`src/rtl/rf_port_sched_pkg.sv`:
```
// rtl/rf_port_sched_pkg.sv - shared types for the register-file port scheduler
package rf_sched_pkg;

    typedef enum logic [1:0] {
        IDLE   = 2'd0,
        SWP_RD = 2'd1,
        SWP_WA = 2'd2,
        SWP_WB = 2'd3
    } state_t;

    typedef enum logic {
        REQ_ALU = 1'b0,
        REQ_LD  = 1'b1
    } req_t;

    localparam int SWAP_CYCLES = 3;

endpackage

```
`src/rtl/rf_port_sched_if.sv`:
```
// rtl/rf_port_sched_if.sv - requester, swap, datapath and register-file port bundle
interface rf_port_sched_if #(
    parameter int PW = 4,
    parameter int DW = 8
);
    logic          alu_req;
    logic [PW:0]   alu_addr;
    logic [DW-1:0] alu_data;
    logic          alu_gnt;
    logic          ld_req;
    logic [PW:0]   ld_addr;
    logic [DW-1:0] ld_data;
    logic          ld_gnt;
    logic          swp_req;
    logic [PW:0]   swp_addrA;
    logic [PW:0]   swp_addrB;
    logic          swp_busy;
    logic          swp_done;
    logic [PW:0]   dp_rd_addrA;
    logic [PW:0]   dp_rd_addrB;
    logic          dp_rd_stall;
    logic [PW:0]   rf_rd_addrA;
    logic [PW:0]   rf_rd_addrB;
    logic [DW-1:0] rf_datA;
    logic [DW-1:0] rf_datB;
    logic          rf_wr_en;
    logic [PW:0]   rf_wr_addr;
    logic [DW-1:0] rf_dat_in;

    // Scheduler side.
    modport slave (
        input  alu_req, alu_addr, alu_data, ld_req, ld_addr, ld_data,
        input  swp_req, swp_addrA, swp_addrB, dp_rd_addrA, dp_rd_addrB,
        input  rf_datA, rf_datB,
        output alu_gnt, ld_gnt, swp_busy, swp_done, dp_rd_stall,
        output rf_rd_addrA, rf_rd_addrB, rf_wr_en, rf_wr_addr, rf_dat_in
    );

    // Requesters, datapath and register file side.
    modport master (
        output alu_req, alu_addr, alu_data, ld_req, ld_addr, ld_data,
        output swp_req, swp_addrA, swp_addrB, dp_rd_addrA, dp_rd_addrB,
        output rf_datA, rf_datB,
        input  alu_gnt, ld_gnt, swp_busy, swp_done, dp_rd_stall,
        input  rf_rd_addrA, rf_rd_addrB, rf_wr_en, rf_wr_addr, rf_dat_in
    );
endinterface

```
`src/rtl/rf_port_sched_arb.sv`:
```
// rtl/rf_port_sched_arb.sv - 2-way round-robin arbiter (bit 0 = ALU, bit 1 = load)
module rr_arb2
    import rf_sched_pkg::*;
(
    input  logic       clk,
    input  logic       rst_n,
    input  logic       enable,
    input  logic [1:0] req,
    output logic [1:0] gnt
);

    req_t rr_last_q;
    req_t rr_last_d;

    // History only moves on a contested grant, so a lone requester never steals priority.
    always_comb begin
        gnt       = 2'b00;
        rr_last_d = rr_last_q;
        if (enable) begin
            if (req == 2'b11) begin
                if (rr_last_q == REQ_LD) begin
                    gnt       = 2'b01;
                    rr_last_d = REQ_ALU;
                end else begin
                    gnt       = 2'b10;
                    rr_last_d = REQ_LD;
                end
            end else begin
                gnt = req;
            end
        end
    end

    always_ff @(posedge clk or negedge rst_n) begin
        if (!rst_n) begin
            rr_last_q <= REQ_LD;
        end else begin
            rr_last_q <= rr_last_d;
        end
    end

endmodule

```
`src/rtl/rf_port_sched.sv`:
```
// rtl/rf_port_sched.sv - owns the register file write port and read-address ports
module rf_port_sched
    import rf_sched_pkg::*;
#(
    parameter int PW = 4,
    parameter int DW = 8
) (
    input  logic           clk,
    input  logic           rst_n,
    rf_port_sched_if.slave bus
);

    localparam logic [1:0] ST_IDLE   = IDLE;
    localparam logic [1:0] ST_SWP_RD = SWP_RD;
    localparam logic [1:0] ST_SWP_WA = SWP_WA;
    localparam logic [1:0] ST_SWP_WB = SWP_WB;

    logic [1:0]    state_q, state_d;
    logic [DW-1:0] cap_a_q, cap_a_d;
    logic [DW-1:0] cap_b_q, cap_b_d;
    logic [PW:0]   lat_a_q, lat_a_d;
    logic [PW:0]   lat_b_q, lat_b_d;
    logic [1:0]    gnt;
    logic          arb_en;

    // A pending swap blocks arbitration so the history is not advanced by a grant that never happens.
    assign arb_en = rst_n && (state_q == ST_IDLE) && !bus.swp_req;

    rr_arb2 u_arb (
        .clk    (clk),
        .rst_n  (rst_n),
        .enable (arb_en),
        .req    ({bus.ld_req, bus.alu_req}),
        .gnt    (gnt)
    );

    always_comb begin
        state_d         = state_q;
        cap_a_d         = cap_a_q;
        cap_b_d         = cap_b_q;
        lat_a_d         = lat_a_q;
        lat_b_d         = lat_b_q;
        bus.alu_gnt     = gnt[0];
        bus.ld_gnt      = gnt[1];
        bus.rf_rd_addrA = bus.dp_rd_addrA;
        bus.rf_rd_addrB = bus.dp_rd_addrB;
        bus.dp_rd_stall = 1'b0;
        bus.rf_wr_en    = |gnt;
        bus.rf_wr_addr  = gnt[1] ? bus.ld_addr : bus.alu_addr;
        bus.rf_dat_in   = gnt[1] ? bus.ld_data : bus.alu_data;
        bus.swp_busy    = 1'b0;
        bus.swp_done    = 1'b0;
        case (state_q)
            ST_IDLE: begin
                if (bus.swp_req) begin
                    state_d = ST_SWP_RD;
                end
            end
            ST_SWP_RD: begin
                bus.rf_rd_addrA = bus.swp_addrA;
                bus.rf_rd_addrB = bus.swp_addrB;
                bus.dp_rd_stall = 1'b1;
                bus.swp_busy    = 1'b1;
                cap_a_d         = bus.rf_datA;
                cap_b_d         = bus.rf_datB;
                lat_a_d         = bus.swp_addrA;
                lat_b_d         = bus.swp_addrB;
                state_d         = ST_SWP_WA;
            end
            ST_SWP_WA: begin
                bus.dp_rd_stall = 1'b1;
                bus.swp_busy    = 1'b1;
                bus.rf_wr_en    = 1'b1;
                bus.rf_wr_addr  = lat_a_q;
                bus.rf_dat_in   = cap_b_q;
                state_d         = ST_SWP_WB;
            end
            ST_SWP_WB: begin
                bus.dp_rd_stall = 1'b1;
                bus.swp_busy    = 1'b1;
                bus.swp_done    = 1'b1;
                bus.rf_wr_en    = 1'b1;
                bus.rf_wr_addr  = lat_b_q;
                bus.rf_dat_in   = cap_a_q;
                state_d         = ST_IDLE;
            end
            default: begin
                state_d = ST_IDLE;
            end
        endcase
    end

    always_ff @(posedge clk or negedge rst_n) begin
        if (!rst_n) begin
            state_q <= ST_IDLE;
            cap_a_q <= '0;
            cap_b_q <= '0;
            lat_a_q <= '0;
            lat_b_q <= '0;
        end else begin
            state_q <= state_d;
            cap_a_q <= cap_a_d;
            cap_b_q <= cap_b_d;
            lat_a_q <= lat_a_d;
            lat_b_q <= lat_b_d;
        end
    end

endmodule

```
`src/flat_wrapper.sv`:
```
// flat-port wrapper written by rule: the top's interface ports become plain ports
module rf_port_sched_flat import rf_sched_pkg::*;
#(
    parameter int PW = 4,
    parameter int DW = 8
)
  (clk, rst_n, bus_alu_req, bus_alu_addr, bus_alu_data, bus_ld_req, bus_ld_addr, bus_ld_data, bus_swp_req, bus_swp_addrA, bus_swp_addrB, bus_dp_rd_addrA, bus_dp_rd_addrB, bus_rf_datA, bus_rf_datB, bus_alu_gnt, bus_ld_gnt, bus_swp_busy, bus_swp_done, bus_dp_rd_stall, bus_rf_rd_addrA, bus_rf_rd_addrB, bus_rf_wr_en, bus_rf_wr_addr, bus_rf_dat_in);
  rf_port_sched_if #(.PW(PW), .DW(DW)) bus_i ();
  input  logic clk;
  input  logic rst_n;
  input wire logic [$bits(bus_i.alu_req)-1:0] bus_alu_req;
  input wire logic [$bits(bus_i.alu_addr)-1:0] bus_alu_addr;
  input wire logic [$bits(bus_i.alu_data)-1:0] bus_alu_data;
  input wire logic [$bits(bus_i.ld_req)-1:0] bus_ld_req;
  input wire logic [$bits(bus_i.ld_addr)-1:0] bus_ld_addr;
  input wire logic [$bits(bus_i.ld_data)-1:0] bus_ld_data;
  input wire logic [$bits(bus_i.swp_req)-1:0] bus_swp_req;
  input wire logic [$bits(bus_i.swp_addrA)-1:0] bus_swp_addrA;
  input wire logic [$bits(bus_i.swp_addrB)-1:0] bus_swp_addrB;
  input wire logic [$bits(bus_i.dp_rd_addrA)-1:0] bus_dp_rd_addrA;
  input wire logic [$bits(bus_i.dp_rd_addrB)-1:0] bus_dp_rd_addrB;
  input wire logic [$bits(bus_i.rf_datA)-1:0] bus_rf_datA;
  input wire logic [$bits(bus_i.rf_datB)-1:0] bus_rf_datB;
  output wire logic [$bits(bus_i.alu_gnt)-1:0] bus_alu_gnt;
  output wire logic [$bits(bus_i.ld_gnt)-1:0] bus_ld_gnt;
  output wire logic [$bits(bus_i.swp_busy)-1:0] bus_swp_busy;
  output wire logic [$bits(bus_i.swp_done)-1:0] bus_swp_done;
  output wire logic [$bits(bus_i.dp_rd_stall)-1:0] bus_dp_rd_stall;
  output wire logic [$bits(bus_i.rf_rd_addrA)-1:0] bus_rf_rd_addrA;
  output wire logic [$bits(bus_i.rf_rd_addrB)-1:0] bus_rf_rd_addrB;
  output wire logic [$bits(bus_i.rf_wr_en)-1:0] bus_rf_wr_en;
  output wire logic [$bits(bus_i.rf_wr_addr)-1:0] bus_rf_wr_addr;
  output wire logic [$bits(bus_i.rf_dat_in)-1:0] bus_rf_dat_in;
  assign bus_i.alu_req = bus_alu_req;
  assign bus_i.alu_addr = bus_alu_addr;
  assign bus_i.alu_data = bus_alu_data;
  assign bus_i.ld_req = bus_ld_req;
  assign bus_i.ld_addr = bus_ld_addr;
  assign bus_i.ld_data = bus_ld_data;
  assign bus_i.swp_req = bus_swp_req;
  assign bus_i.swp_addrA = bus_swp_addrA;
  assign bus_i.swp_addrB = bus_swp_addrB;
  assign bus_i.dp_rd_addrA = bus_dp_rd_addrA;
  assign bus_i.dp_rd_addrB = bus_dp_rd_addrB;
  assign bus_i.rf_datA = bus_rf_datA;
  assign bus_i.rf_datB = bus_rf_datB;
  assign bus_alu_gnt = bus_i.alu_gnt;
  assign bus_ld_gnt = bus_i.ld_gnt;
  assign bus_swp_busy = bus_i.swp_busy;
  assign bus_swp_done = bus_i.swp_done;
  assign bus_dp_rd_stall = bus_i.dp_rd_stall;
  assign bus_rf_rd_addrA = bus_i.rf_rd_addrA;
  assign bus_rf_rd_addrB = bus_i.rf_rd_addrB;
  assign bus_rf_wr_en = bus_i.rf_wr_en;
  assign bus_rf_wr_addr = bus_i.rf_wr_addr;
  assign bus_rf_dat_in = bus_i.rf_dat_in;
  rf_port_sched #(.PW(PW), .DW(DW)) u_core (.clk(clk), .rst_n(rst_n), .bus(bus_i));
endmodule
```
`config.mk`:
```
export PLATFORM = sky130hd
export DESIGN_NAME = rf_port_sched_flat
export DESIGN_NICKNAME = d
export VERILOG_FILES = /design/src/rtl/rf_port_sched_pkg.sv /design/src/rtl/rf_port_sched_if.sv /design/src/rtl/rf_port_sched_arb.sv /design/src/rtl/rf_port_sched.sv /design/src/flat_wrapper.sv
export SDC_FILE = /design/constraint.sdc
export NUM_CORES = 1
export LEC_CHECK = 0
export CAP_MARGIN = 10
export CORE_ASPECT_RATIO = 1.2
export CORE_MARGIN = 5
export CORE_UTILIZATION = 39
export DETAILED_ROUTE_END_ITERATION = 12
export GPL_TIMING_DRIVEN = 0
export MAX_ROUTING_LAYER = met4
export PLACE_DENSITY = 0.8
export SLEW_MARGIN = 20
export SYNTH_ARGS = -nofsm -noshare
export SYNTH_HDL_FRONTEND = slang
export SYNTH_SLANG_ARGS = --single-unit
```
`constraint.sdc`:
```
create_clock -name clk -period 1.9 [get_ports clk]
set_input_delay 0.38 -clock clk [delete_from_list [all_inputs] [get_ports clk]]
set_output_delay 0.38 -clock clk [all_outputs]
set_load 0.05 [all_outputs]
```
==> results of run 1 <==
-- path summary, 6_finish.rpt --
kind | from | endpoint | slack, ps | cells after the start
worst max-delay path | u_core.state_q[0] | bus_rf_dat_in[5] | -420 | 9
max in group asynchronous | rst_n | u_core.u_arb.rr_last_q | 1570 | 1
min in group clk | u_core.cap_a_q[1] | u_core.cap_a_q[1] | 510 | 1
worst min-delay path | rst_n | u_core.lat_a_q[4] | 20 | 1
worst max register to register | u_core.state_q[0] | u_core.cap_b_q[6] | 100 | 6
worst min register to register | u_core.cap_a_q[1] | u_core.cap_a_q[1] | 510 | 1
-- power by group through the flow --
stage | Clock [mW] | Combinational, mW | Sequential, mW
after floorplan | 0 | 2.95 | 1.09
after global placement | 0 | 4.07 | 1.12
after detailed placement | 0 | 4.13 | 1.15
after CTS | 0.690 | 5.00 | 1.17
after global routing | 0.726 | 5.45 | 1.21
final | 0.683 | 5.18 | 1.17
-- cell type report --
cell class / instances / area (µm²)
plain buffers: 13 / 160
clock buffers: 6 / 82.6
clock inverters: 2 / 37.5
fillers: 242 / 753
inverters: 24 / 90.1
multi-input cells: 117 / 1200
flip-flops and latches: 29 / 727
well taps: 56 / 70.1
repair buffers: 116 / 1200
-- what timing repair did --
item,4_1_cts,5_1_grt
hold endpoints to repair,0,0
gates resized for setup,247,25
pin swaps,17,12
setup endpoints to repair,29,37
cloned,4,1
setup buffers,13,3
-- synth_stat cells --
cell | number | area [µm²]
a21boi_2 | 1 | 11.3
a21oi_1 | 2 | 10.0
a22oi_1 | 13 | 97.6
and2_4 | 1 | 8.76
and2b_1 | 1 | 7.51
and3b_1 | 1 | 8.76
buf_12 | 1 | 20.0
buf_2 | 8 | 40.0
buf_4 | 2 | 15.0
buf_6 | 1 | 11.3
clkbuf_1 | 3 | 11.3
dfrtp_1 | 28 | 701
dfstp_2 | 1 | 26.3
ha_1 | 5 | 62.6
inv_1 | 24 | 90.1
mux2_2 | 17 | 191
nand2_1 | 25 | 93.8
nand3_1 | 1 | 5.00
nand4_1 | 13 | 81.3
nor2_4 | 1 | 11.3
nor3_1 | 1 | 5.00
o211ai_1 | 4 | 30.0
o211ai_2 | 9 | 113
o21ai_0 | 21 | 105
xnor2_1 | 1 | 8.76
-- cells by family after synthesis --
kind of cell	Yosys count	synth area share, %
flip-flops	29	41.2
AND/OR/NAND/NOR	44	12.5
adder cells (fa/ha/maj)	5	3.54
AO/OA/AOI/OAI	50	20.8
multiplexers	17	10.8
buffers and inverters	39	10.6
XOR/XNOR	1	0.496
-- per-layer routing --
metal | GRT usage, % | share of wire (%) | vias up
met5 | - | 0 | -
met4 | 8.72 | 3.1 | 0
met3 | 5.78 | 6.4 | 19
met2 | 41.5 | 53 | 87
met1 | 25.5 | 38 | 911
li1 | - | - | 888
-- worst max-delay path: cells and delay by family (launching register included) --
kind	cells	cell delay, ps
adder cells (fa/ha/maj)	1	150
AO/OA/AOI/OAI	1	140
flip-flops	1	410
buffers and inverters	5	630
AND/OR/NAND/NOR	2	310
-- flip-flops by register name, indices dropped and copies added (netlist names) --
| signal | count |
|---|---|
| u_core.lat_b_q | 5 |
| u_core.cap_b_q | 8 |
| u_core.cap_a_q | 8 |
| u_core.u_arb.rr_last_q | 1 |
| u_core.lat_a_q | 5 |
| u_core.state_q | 2 |
-- through the flow --
step | TNS, ps | instances | hold slack, ps
floorplan | -2600 | 185 | 84.4
detailed placement | -23790 | 336 | 458
global placement | -41070 | 336 | 490
finish | -5910 | 363 | 16.4
global route | -7750 | 363 | 32.9
CTS | -6400 | 360 | 21.3
==> results.toml, run 1 <==
[run_status]
status = "complete, but fails checks"
violations = "setup timing"

[worst_setup_path]
critPathMaxFanout = 6
path_class = "reg -> out"
start_kind = "flop"
critical_path.max_stage_delay_ps = 410
crit_path_end_kind = "output port"
cpMaxStageDelayCell = "dfrtp_1"
worst_path_most_repeated_cell = "buf_6"
crit_chain = "inv_2 > ha_4 > and3b_1 > buf_6 > buf_12 > buf_8 > nand4_1 > o211ai_4 > buf_6"
crit_required_ps = 1520
cp.arrival_ps = 1940

[routing]
wl_mm = 6.86
first_iter_violations = 82
vias = 1905
dr.pass1.iters = 4
antenna_left = 0
post_drt_via_cell_ratio = 5.25
routedWlPerCell_um = 18.9
post-route-drc-count = 0

[finish]
design_area_um2 = 3570
mostFrequentLayoutCell = "clkdlybuf4s50_1"
final_cell_mix = "clkdlybuf4s50_1, dfrtp_1, buf_6"
final_util_pct = 82.6
antenna_cells = 0
finalNetCount = 378
areaGrowthSynthToFinish_pct = 102
drive_above_1_share_pct = 46.3

[sta]
timing.fmax_mhz = 432
finalWorstSetupSlack_ps = -416
rsz0062_at_grt = "yes"
worst_clock_skew_ps = 4.71
setup_viol = 22
worstMarginPinSlew_ps = 391
slew_viol_final = 0
final_hold_viol_count = 0
fin_crit_ps = 2320
post-route-period-util_pct = 122
relSlewSlack_pct = 73.9

[grt]
overflow = 0
grt_antenna_before_repair = 0
grt_first_pass_wirelength_mm = 10.8
track_usage_pct = 23.7
grt_start_max_net_pins = 31
grt_pass1_vias = 2179

[flow_run]
max_cap_violations = 0

[yosys]
synthCells = 185
syn_area_um2 = 1770
ys_warn_count = 0
synth_nets = 257
ys_seq_elements = 29
synthDistinctLibCells = 25
seq_area_frac_synth_pct = 41.2
synth_area_per_cell_um2 = 9.54

[place]
dpl.hpwl_mm = 4.48
io_buffers = 95
dpl-instance-area_um2 = 2920
gp_congestion = 0.782
place_ws_ps = -1210

[power_and_ir_drop]
switchingPower_mw = 3.44
max-vdd-ir-drop_mv = 1.46
p_comb_share_pct = 73.6
power.density_nw_per_um2 = 1970
power.leakage_nw = 1.51
pwr-share-clk_pct = 9.7
finalPower_mw = 7.04
swShare_pct = 48.8
p_seq_share_pct = 16.7
internal-power_mw = 3.60

[die]
dieWidth_um = 71.4
die_area_um2 = 5980
initial_utilization_pct = 40.8
chipHeight_um = 83.7
core_area_um2 = 4330
io_pins = 96
row_count = 26

[clock_network]
cts_root_buffer = "clkbuf_8"
numCtsBuffers = 5
ctsHtreeMaxLevel = 2
ctsHoldBuffers = 0
clock_latency_ps = 290
clock_tree.buffer_depth = 2
cts_tree = "done"
cts_sinks = 29
clk_pin_slew_ps = 70

[min_path]
hp-class = "in -> async"
No activity file was read; power rests on OpenSTA's default activity.
==> run 2: changes to the inputs <==
--- a/config.mk
+++ b/config.mk
@@ -10,6 +10,7 @@
 export CORE_MARGIN = 5
 export CORE_UTILIZATION = 39
 export DETAILED_ROUTE_END_ITERATION = 12
+export GPL_ROUTABILITY_DRIVEN = 0
 export GPL_TIMING_DRIVEN = 0
 export MAX_ROUTING_LAYER = met4
 export PLACE_DENSITY = 0.8
==> results of run 2 <==
Same layout as run 1: the final DEF is identical, and so are final timing and power.
